--- config.mk ---
export PLATFORM = sky130hd
export DESIGN_NAME = reg_trace_streamer_flat
export DESIGN_NICKNAME = d
export VERILOG_FILES = /design/src/rtl/reg_trace_streamer_if.sv /design/src/rtl/reg_trace_streamer.sv /design/src/flat_wrapper.sv
export SDC_FILE = /design/constraint.sdc
export NUM_CORES = 1
export LEC_CHECK = 0
export CAP_MARGIN = 25
export CORE_UTILIZATION = 35
export DETAILED_ROUTE_END_ITERATION = 10
export GPL_TIMING_DRIVEN = 1
export MAX_ROUTING_LAYER = met4
export SLEW_MARGIN = 20
export SYNTH_ARGS = -nofsm -noshare
export SYNTH_HDL_FRONTEND = slang
export SYNTH_SLANG_ARGS = --single-unit
--- constraint.sdc ---
create_clock -name i_clk -period 4.3 [get_ports i_clk]
set_input_delay 0.645 -clock i_clk [delete_from_list [all_inputs] [get_ports i_clk]]
set_output_delay 0.645 -clock i_clk [all_outputs]
set_load 0.05 [all_outputs]
--- src/rtl/reg_trace_streamer_if.sv ---
// Beat stream from the trace streamer to its sink: one header beat, then one beat per register.
interface reg_trace_streamer_if #(
    parameter int DATA_W = 32,
    parameter int CYC_W  = 32,
    parameter int IW     = 5
);
    logic              o_valid;
    logic              i_ready;
    logic              o_hdr;
    logic [IW-1:0]     o_idx;
    logic [DATA_W-1:0] o_data;
    logic [CYC_W-1:0]  o_cycle;
    logic              o_last;

    modport master (
        output o_valid, o_hdr, o_idx, o_data, o_cycle, o_last,
        input  i_ready
    );

    modport slave (
        input  o_valid, o_hdr, o_idx, o_data, o_cycle, o_last,
        output i_ready
    );
endinterface

--- src/rtl/reg_trace_streamer.sv ---
// Register-file snapshot streamer: on a trigger, emits a PC/cycle header followed by
// every register-file entry, read one at a time through a single read port.
//
// state  | meaning
// -------+-----------------------------------------------------------
// IDLE   | waiting for an effective trigger (i_trig or auto period)
// HDR    | header beat presented (PC + captured cycle)
// RD     | read address driven for idx, data captured at exit
// BEAT   | register beat presented for idx
module reg_trace_streamer #(
    parameter int NUM_REGS = 32,
    parameter int DATA_W   = 32,
    parameter int CYC_W    = 32,
    parameter int PERIOD   = 0
) (
    input  logic                        i_clk,
    input  logic                        i_rst,
    input  logic                        i_trig,
    input  logic [DATA_W-1:0]           i_pc,
    output logic [$clog2(NUM_REGS)-1:0] o_rd_addr,
    input  logic [DATA_W-1:0]           i_rd_data,
    output logic                        o_busy,
    output logic [7:0]                  o_drops,
    reg_trace_streamer_if.master        tr
);
    localparam int IW = $clog2(NUM_REGS);

    typedef enum logic [1:0] {
        S_IDLE,
        S_HDR,
        S_RD,
        S_BEAT
    } state_t;

    state_t            state_q, state_d;
    logic [CYC_W-1:0]  cnt_q, cnt_d;
    logic [CYC_W-1:0]  cyc_q, cyc_d;
    logic [DATA_W-1:0] pc_q, pc_d;
    logic [DATA_W-1:0] data_q, data_d;
    logic [IW-1:0]     idx_q, idx_d;
    logic [IW-1:0]     rd_addr_q, rd_addr_d;
    logic [7:0]        drops_q, drops_d;
    logic              auto_trig;
    logic              trig;
    logic              is_last;
    logic              drop;

    // Modulo is taken in a widened domain so any PERIOD value compares correctly.
    generate
        if (PERIOD == 0) begin : g_no_auto
            assign auto_trig = 1'b0;
        end else begin : g_auto
            localparam int MW = CYC_W + 32;
            localparam int unsigned PMOD = PERIOD;
            logic [MW-1:0] cnt_ext;
            assign cnt_ext   = {32'd0, cnt_q};
            assign auto_trig = ((cnt_ext % MW'(PMOD)) == MW'(PMOD - 1));
        end
    endgenerate

    assign trig    = i_trig | auto_trig;
    assign is_last = (idx_q == IW'(NUM_REGS - 1));

    always_comb begin
        state_d   = state_q;
        cnt_d     = cnt_q + CYC_W'(1);
        cyc_d     = cyc_q;
        pc_d      = pc_q;
        data_d    = data_q;
        idx_d     = idx_q;
        rd_addr_d = rd_addr_q;
        drop      = 1'b0;

        case (state_q)
            S_IDLE: begin
                if (trig) begin
                    cyc_d   = cnt_q;
                    pc_d    = i_pc;
                    idx_d   = '0;
                    state_d = S_HDR;
                end
            end
            S_HDR: begin
                drop = trig;
                if (tr.i_ready) begin
                    state_d = S_RD;
                end
            end
            S_RD: begin
                drop      = trig;
                rd_addr_d = idx_q;
                data_d    = i_rd_data;
                state_d   = S_BEAT;
            end
            S_BEAT: begin
                drop = trig;
                if (tr.i_ready) begin
                    if (is_last) begin
                        state_d = S_IDLE;
                    end else begin
                        idx_d   = idx_q + IW'(1);
                        state_d = S_RD;
                    end
                end
            end
            default: begin
                state_d = S_IDLE;
            end
        endcase

        drops_d = (drop && (drops_q != 8'hFF)) ? drops_q + 8'd1 : drops_q;
    end

    always_ff @(posedge i_clk) begin
        if (!i_rst) begin
            state_q   <= S_IDLE;
            cnt_q     <= '0;
            cyc_q     <= '0;
            pc_q      <= '0;
            data_q    <= '0;
            idx_q     <= '0;
            rd_addr_q <= '0;
            drops_q   <= '0;
        end else begin
            state_q   <= state_d;
            cnt_q     <= cnt_d;
            cyc_q     <= cyc_d;
            pc_q      <= pc_d;
            data_q    <= data_d;
            idx_q     <= idx_d;
            rd_addr_q <= rd_addr_d;
            drops_q   <= drops_d;
        end
    end

    // Beat fields come straight from captured registers, so they hold while stalled.
    always_comb begin
        o_rd_addr  = (state_q == S_RD) ? idx_q : rd_addr_q;
        o_busy     = (state_q != S_IDLE);
        o_drops    = drops_q;
        tr.o_valid = (state_q == S_HDR) || (state_q == S_BEAT);
        tr.o_hdr   = (state_q == S_HDR);
        tr.o_idx   = (state_q == S_BEAT) ? idx_q : '0;
        tr.o_data  = (state_q == S_HDR) ? pc_q : data_q;
        tr.o_cycle = cyc_q;
        tr.o_last  = (state_q == S_BEAT) && is_last;
    end
endmodule

--- src/flat_wrapper.sv ---
// flat-port wrapper written by rule: the top's interface ports become plain ports
module reg_trace_streamer_flat 
#(
    parameter int NUM_REGS = 32,
    parameter int DATA_W   = 32,
    parameter int CYC_W    = 32,
    parameter int PERIOD   = 0
)
  (i_clk, i_rst, i_trig, i_pc, o_rd_addr, i_rd_data, o_busy, o_drops, tr_o_valid, tr_o_hdr, tr_o_idx, tr_o_data, tr_o_cycle, tr_o_last, tr_i_ready);
  reg_trace_streamer_if #(.DATA_W(DATA_W), .CYC_W(CYC_W), .IW(5)) tr_i ();
  input  logic i_clk;
  input  logic i_rst;
  input  logic i_trig;
  input  logic [DATA_W-1:0] i_pc;
  output logic [$clog2(NUM_REGS)-1:0] o_rd_addr;
  input  logic [DATA_W-1:0] i_rd_data;
  output logic o_busy;
  output logic [7:0] o_drops;
  output wire logic [$bits(tr_i.o_valid)-1:0] tr_o_valid;
  output wire logic [$bits(tr_i.o_hdr)-1:0] tr_o_hdr;
  output wire logic [$bits(tr_i.o_idx)-1:0] tr_o_idx;
  output wire logic [$bits(tr_i.o_data)-1:0] tr_o_data;
  output wire logic [$bits(tr_i.o_cycle)-1:0] tr_o_cycle;
  output wire logic [$bits(tr_i.o_last)-1:0] tr_o_last;
  input wire logic [$bits(tr_i.i_ready)-1:0] tr_i_ready;
  assign tr_o_valid = tr_i.o_valid;
  assign tr_o_hdr = tr_i.o_hdr;
  assign tr_o_idx = tr_i.o_idx;
  assign tr_o_data = tr_i.o_data;
  assign tr_o_cycle = tr_i.o_cycle;
  assign tr_o_last = tr_i.o_last;
  assign tr_i.i_ready = tr_i_ready;
  reg_trace_streamer #(.NUM_REGS(NUM_REGS), .DATA_W(DATA_W), .CYC_W(CYC_W), .PERIOD(PERIOD)) u_core (.i_clk(i_clk), .i_rst(i_rst), .i_trig(i_trig), .i_pc(i_pc), .o_rd_addr(o_rd_addr), .i_rd_data(i_rd_data), .o_busy(o_busy), .o_drops(o_drops), .tr(tr_i));
endmodule
## Yosys cells after proc, flatten, opt, wreduce, memory -nomap -nowiden

Cells that the tools add are included.

| word-level totals | value |
|---|---|
| output and inout bits | 86 |
| input bits | 68 |
| logic and storage cells | 43 |
| register bits after elaboration | 148 |

| operators by class | value |
|---|---|
| multiplexer cells | 13 |
| reduce and logical (&&, ||, !) cells | 10 |
| equal/unequal tests | 9 |
| $add $sub $neg | 3 |

Operators with widths:

| kind | count |
|---|---|
| $add A32 B1 Y32 const B | 1 |
| $mux W32 | 1 |
| $mux W5 | 5 |
| $pmux W5 S2 | 1 |
| $add A8 B1 Y8 const B | 1 |
| $mux W2 | 4 |
| $ne A8 B8 Y1 const B | 1 |
| $pmux W2 S4 | 1 |
| $ne A2 B2 Y1 const B | 3 |
| $add A5 B1 Y5 const B | 1 |
| $eq A5 B5 Y1 const B | 1 |
| $eq A2 B2 Y1 const B | 2 |
| $reduce_and A4 Y1 | 1 |
| $reduce_bool A2 Y1 | 2 |
| $reduce_and A3 Y1 | 1 |
| $reduce_or A3 Y1 | 1 |
| $eq A2 B1 Y1 const B | 1 |
| $logic_and A1 B1 Y1 | 2 |
| $logic_not A2 Y1 | 1 |
| $ne A2 B1 Y1 const B | 1 |
| $reduce_and A2 Y1 | 1 |
| $logic_or A1 B1 Y1 | 1 |
| $mux W1 | 1 |

## Depth between registers and ports, before layout

| logic depth | value |
|---|---|
| depth in word-level cells | 4 |
| gate-level depth with buffers | 7 |
| gate-level depth less buffers | 7 |

## Worst setup path after synthesis

OpenSTA, ideal clock, no wires.

| timing path | value |
|---|---|
| path type | reg-to-output |
| start point | register u_core.state_q[0] |
| end point | output tr_o_data[22] |
| stages on the path, launching flop included | 6 |
| arrival time | 1.799 ns |
| data required time | 3.655 ns |
| buffers on the path | 3 |
| setup slack | 1.856 ns |
| path through | dfxtp_1 -> clkbuf_1 -> nor2b_1 -> clkbuf_1 -> buf_2 -> mux2_2 |

| on the way | value |
|---|---|
| longest elaborated chain between the ends | 2 |

Ends and longest elaborated chain:

| what | line | source |
|---|---|---|
| from (decl) | reg_trace_streamer.sv:35 | `state_t state_q, state_d;` |
| from (signal assigned) | reg_trace_streamer.sv:125 | `state_q <= state_d;` |
| $eq A2 B1 Y1 | n/a |  |
| named net tr_o_hdr | flat_wrapper.sv:20 | `output wire logic [$bits(tr_i.o_hdr)-1:0] tr_o_hdr;` |
| $mux W32 | reg_trace_streamer.sv:144 | `tr.o_data = (state_q == S_HDR) ? pc_q : data_q;` |
| to (decl) | flat_wrapper.sv:22 | `output wire logic [$bits(tr_i.o_data)-1:0] tr_o_data;` |

The timed path passes the listed nets, and every way through them passes these cells.

## Worst setup path in the final report

| timing path | value |
|---|---|
| start point | register u_core.state_q[0] |
| end point | output tr_o_data[16] |

| on the way | value |
|---|---|
| longest elaborated chain between the ends | 2 |

Ends and longest elaborated chain:

| what | line |
|---|---|
| $eq A2 B1 Y1 | reg_trace_streamer.sv:144 |
| $mux W32 | reg_trace_streamer.sv:144 |

No other way between the ends.

==> report_table.html <==
<table>
<tr><th>Metric</th><th>Value</th></tr>
<tr><th colspan="2">Logic synthesis</th></tr>
<tr><td>Total of flip-flops plus latches after synthesis</td><td>148</td></tr>
<tr><td>Net count of the mapped netlist</td><td>828</td></tr>
<tr><td>Most numerous cell types in the synthesized netlist</td><td>sky130_fd_sc_hd__nand2_1, sky130_fd_sc_hd__dfxtp_1, sky130_fd_sc_hd__a21oi_1</td></tr>
<tr><td>Cell area after technology mapping</td><td>6120 µm²</td></tr>
<tr><td>Count of mapped cells out of synthesis</td><td>756</td></tr>
<tr><td>Most frequently used flop master after synthesis</td><td>sky130_fd_sc_hd__dfxtp_1</td></tr>
<tr><td>Cell with the most instances after synthesis</td><td>sky130_fd_sc_hd__nand2_1</td></tr>
<tr><td>Sequential cell area fraction in the yosys report</td><td>48.4%</td></tr>
<tr><td>Synth Warn #</td><td>0</td></tr>
<tr><td>Async set or reset register ratio after synthesis</td><td>0%</td></tr>
<tr><td>Synth cell types</td><td>40</td></tr>
<tr><td>Post-synthesis area per instance</td><td>8.10 µm²</td></tr>
<tr><td>Synth area leader</td><td>sky130_fd_sc_hd__dfxtp_1</td></tr>
<tr><td>Number of enable flip-flop cells after synthesis</td><td>0</td></tr>
<tr><td>Largest cells by area after synthesis</td><td>sky130_fd_sc_hd__dfxtp_1, sky130_fd_sc_hd__nand2_1, sky130_fd_sc_hd__a21oi_1, sky130_fd_sc_hd__mux2_2, sky130_fd_sc_hd__clkbuf_1</td></tr>
<tr><td>Top-area cell type share of the netlist area</td><td>48.4%</td></tr>
<tr><th colspan="2">Final layout</th></tr>
<tr><td>Area occupied by multi-input gates</td><td>2940 µm²</td></tr>
<tr><td>Final Util</td><td>49.8%</td></tr>
<tr><td>Final net count</td><td>955</td></tr>
<tr><td>Final Non-Filler Cells</td><td>1113</td></tr>
<tr><td>Area growth from synthesis to final layout</td><td>36.7%</td></tr>
<tr><td>Storage element area</td><td>2960 µm²</td></tr>
<tr><td>Final antenna diode count</td><td>0</td></tr>
<tr><td>Fraction of final layout cells sized beyond drive strength 1</td><td>9.07%</td></tr>
<tr><td>Filler cell count</td><td>1660</td></tr>
<tr><th colspan="2">Drt</th></tr>
<tr><td>Total number of vias</td><td>5547</td></tr>
<tr><td>Wirelength, routed</td><td>16500 µm</td></tr>
<tr><td>Routed wire length per instance</td><td>14.8 µm</td></tr>
<tr><td>Starting DRT DRC Count</td><td>318</td></tr>
<tr><td>Final routed DRC violation total</td><td>0</td></tr>
<tr><td>Detail Route Antenna Nets</td><td>0</td></tr>
<tr><td>Iteration count of the initial detailed-routing pass</td><td>5</td></tr>
<tr><td>Vias per inst</td><td>4.98</td></tr>
<tr><th colspan="2">Clock tree</th></tr>
<tr><td>Number of setup buffers added after CTS</td><td>0</td></tr>
<tr><td>H-tree level count</td><td>4</td></tr>
<tr><td>Clock slew at the register clock pins of the worst setup and hold paths</td><td>0.06 ns</td></tr>
<tr><td>Clock net sink count</td><td>148</td></tr>
<tr><td>CTS buffer count</td><td>17</td></tr>
<tr><td>TritonCTS clock tree</td><td>built</td></tr>
<tr><td>Longest Clk Path Bufs</td><td>2</td></tr>
<tr><td>Number of gates resized after CTS</td><td>0</td></tr>
<tr><td>CTS Hold Bufs</td><td>0</td></tr>
<tr><td>Worst-Skew Late Latency</td><td>0.41 ns</td></tr>
<tr><td>Clock tree root buffer cell</td><td>sky130_fd_sc_hd__clkbuf_16</td></tr>
<tr><th colspan="2">Hold path</th></tr>
<tr><td>Path type of the worst min-delay path</td><td>reg2reg</td></tr>
<tr><th colspan="2">Die</th></tr>
<tr><td>Placeable core region</td><td>16800 µm²</td></tr>
<tr><td>Number of placement rows</td><td>47</td></tr>
<tr><td>Die X-Extent</td><td>134 µm</td></tr>
<tr><td>Initial core utilization</td><td>36.4%</td></tr>
<tr><td>Num ports</td><td>154</td></tr>
<tr><td>DIE AREA</td><td>18000 µm²</td></tr>
<tr><td>Die height</td><td>134 µm</td></tr>
<tr><th colspan="2">Worst setup path</th></tr>
<tr><td>Kind of end point of the critical path</td><td>output port</td></tr>
<tr><td>Critical path required time</td><td>3.65 ns</td></tr>
<tr><td>Largest fanout on the critical path</td><td>33</td></tr>
<tr><td>Worst Setup Start Kind</td><td>flip-flop</td></tr>
<tr><td>WP data arrival</td><td>3.16 ns</td></tr>
<tr><td>Category of the critical setup timing path</td><td>reg2out</td></tr>
<tr><th colspan="2">Pwr</th></tr>
<tr><td>Worst-case vdd ir drop</td><td>263 µV</td></tr>
<tr><td>Leakage</td><td>2.91 nW</td></tr>
<tr><td>Total power density per cell area</td><td>388 nW/µm²</td></tr>
<tr><th colspan="2">STA</th></tr>
<tr><td>Worst clock skew</td><td>0.00610 ns</td></tr>
<tr><td>Post-route minimum period</td><td>3.80 ns</td></tr>
<tr><td>Setup total negative slack</td><td>0 ns</td></tr>
<tr><td>Count of final hold-check violations</td><td>0</td></tr>
<tr><td>RSZ-0062 raised after global routing</td><td>no</td></tr>
<tr><td>Number of slew-limit violations in the final report</td><td>0</td></tr>
<tr><td>Share of the clock period used by the worst path after layout</td><td>88.4%</td></tr>
<tr><td>Setup-violating endpoint count in the final report</td><td>0</td></tr>
<tr><td>Max Fclk</td><td>263 MHz</td></tr>
<tr><td>Relative max-transition margin</td><td>34.9%</td></tr>
<tr><td>Crit path setup slack, layout</td><td>0.499 ns</td></tr>
<tr><td>Worst-margin pin slew</td><td>0.974 ns</td></tr>
<tr><th colspan="2">Global routing</th></tr>
<tr><td>Wire length of the first global-routing pass</td><td>26500 µm</td></tr>
<tr><td>Pin count of the biggest net entering global routing</td><td>62</td></tr>
<tr><td>GRT Resource Usage Total</td><td>19.2%</td></tr>
<tr><td>Initial antenna violation count</td><td>0</td></tr>
<tr><td>Aggregate global routing overflow</td><td>0</td></tr>
<tr><td>Number of global-route vias before repair</td><td>5048</td></tr>
<tr><th colspan="2">Placement</th></tr>
<tr><td>Last weighted congestion value of the routability-driven placer</td><td>0.787</td></tr>
<tr><td>DP Worst Slack</td><td>0.944 ns</td></tr>
<tr><td>Cell count after placement</td><td>1084</td></tr>
<tr><td>Number of buffers added on ports</td><td>153</td></tr>
<tr><td>HPWL after detailed placement</td><td>11100 µm</td></tr>
<tr><th colspan="2">Run status</th></tr>
<tr><td>Status</td><td>finished, final reports clean</td></tr>
<tr><th colspan="2">Run</th></tr>
<tr><td>Max Cap Violations</td><td>0</td></tr>
</table>
state kept, by name (all words and copies together) (netlist names):
signal,count
u_core.state_q,2
u_core.cnt_q,32
u_core.pc_q,32
u_core.rd_addr_q,5
u_core.data_q,32
u_core.tr.o_cycle,32
u_core.idx_q,5
u_core.o_drops,8
kinds of logic (layout without fill, tap and decap cells):
family	Yosys count	count (layout)	share of synthesized area [%]
flops	148	148	48.4
xor+xnor	13	13	1.86
simple gates	339	339	24.8
compound gates	155	155	13.7
fa+ha+maj	4	4	0.817
mux	36	36	6.54
buf+inv	61	198	3.92
layout make-up:
cell class	count	area share, %
multi-input cells	547	35.1
well taps	220	3.29
repair buffers	160	19.1
inverters	9	0.433
clock inverters	10	1.32
clock buffers	19	5.41
flip-flops and latches	148	35.4
power by group:
part | switching, mW | internal, mW | total (mW)
Clock | 0.550 | 0.870 | 1.42
Sequential | 0.0337 | 1.41 | 1.44
Combinational | 0.227 | 0.154 | 0.381
through the flow:
step / hold slack [ns] / total power [mW] / area, µm²
global route: 0.478 / 3.38 / 8370
floorplan: 0.433 / 1.70 / 6120
detailed placement: 0.445 / 1.86 / 7810
finish: 0.451 / 3.24 / 8370
global placement: 0.443 / 1.86 / 7810
CTS: 0.454 / 3.29 / 8370
worst paths after layout:
path | slack (ns) | startpoint | end | cells past startpoint
worst min-delay path | 0.45 | u_core.tr.o_cycle[20] | u_core.tr.o_cycle[20] | 2
worst min register to register | 0.45 | u_core.tr.o_cycle[20] | u_core.tr.o_cycle[20] | 2
worst max-delay path | 0.50 | u_core.state_q[0] | tr_o_data[16] | 3
worst max register to register | 1.74 | u_core.cnt_q[0] | u_core.cnt_q[26] | 5
worst max-delay path, cell delays in order (launching register included):
cell and delay, ns:
sky130_fd_sc_hd__dfxtp_1 0.68, sky130_fd_sc_hd__nor2b_4 0.90, sky130_fd_sc_hd__mux2_2 0.43, sky130_fd_sc_hd__clkdlybuf4s50_1 0.70
routing by layer:
metal / wire length (µm) / global-route usage, % / up-vias
met3: 753 / 4.50 / 23
met4: 312 / 8.55 / 0
met5: 0 / - / -
met1: 7960 / 25.6 / 2555
li1: - / - / 2831
met2: 7470 / 27.6 / 138
cells in the final DEF (no fill, tap or decap), drive strengths merged, types with 7 or more instances in the layout:
master | Yosys | routed
mux2 | 32 | 32
inv | 8 | 9
and3 | 8 | 8
nor3 | 8 | 8
or3 | 7 | 7
nand2 | 231 | 231
nor2 | 24 | 24
nand4 | 9 | 9
clkinv | 1 | 7
buf | 8 | 7
nor4 | 7 | 7
clkbuf | 44 | 19
o41ai | 7 | 7
xnor2 | 8 | 8
dfxtp | 148 | 148
clkdlybuf4s50 | 0 | 153
o21ai | 9 | 9
nand3 | 15 | 15
a21oi | 126 | 126
No activity file was read; power rests on OpenSTA's default activity.
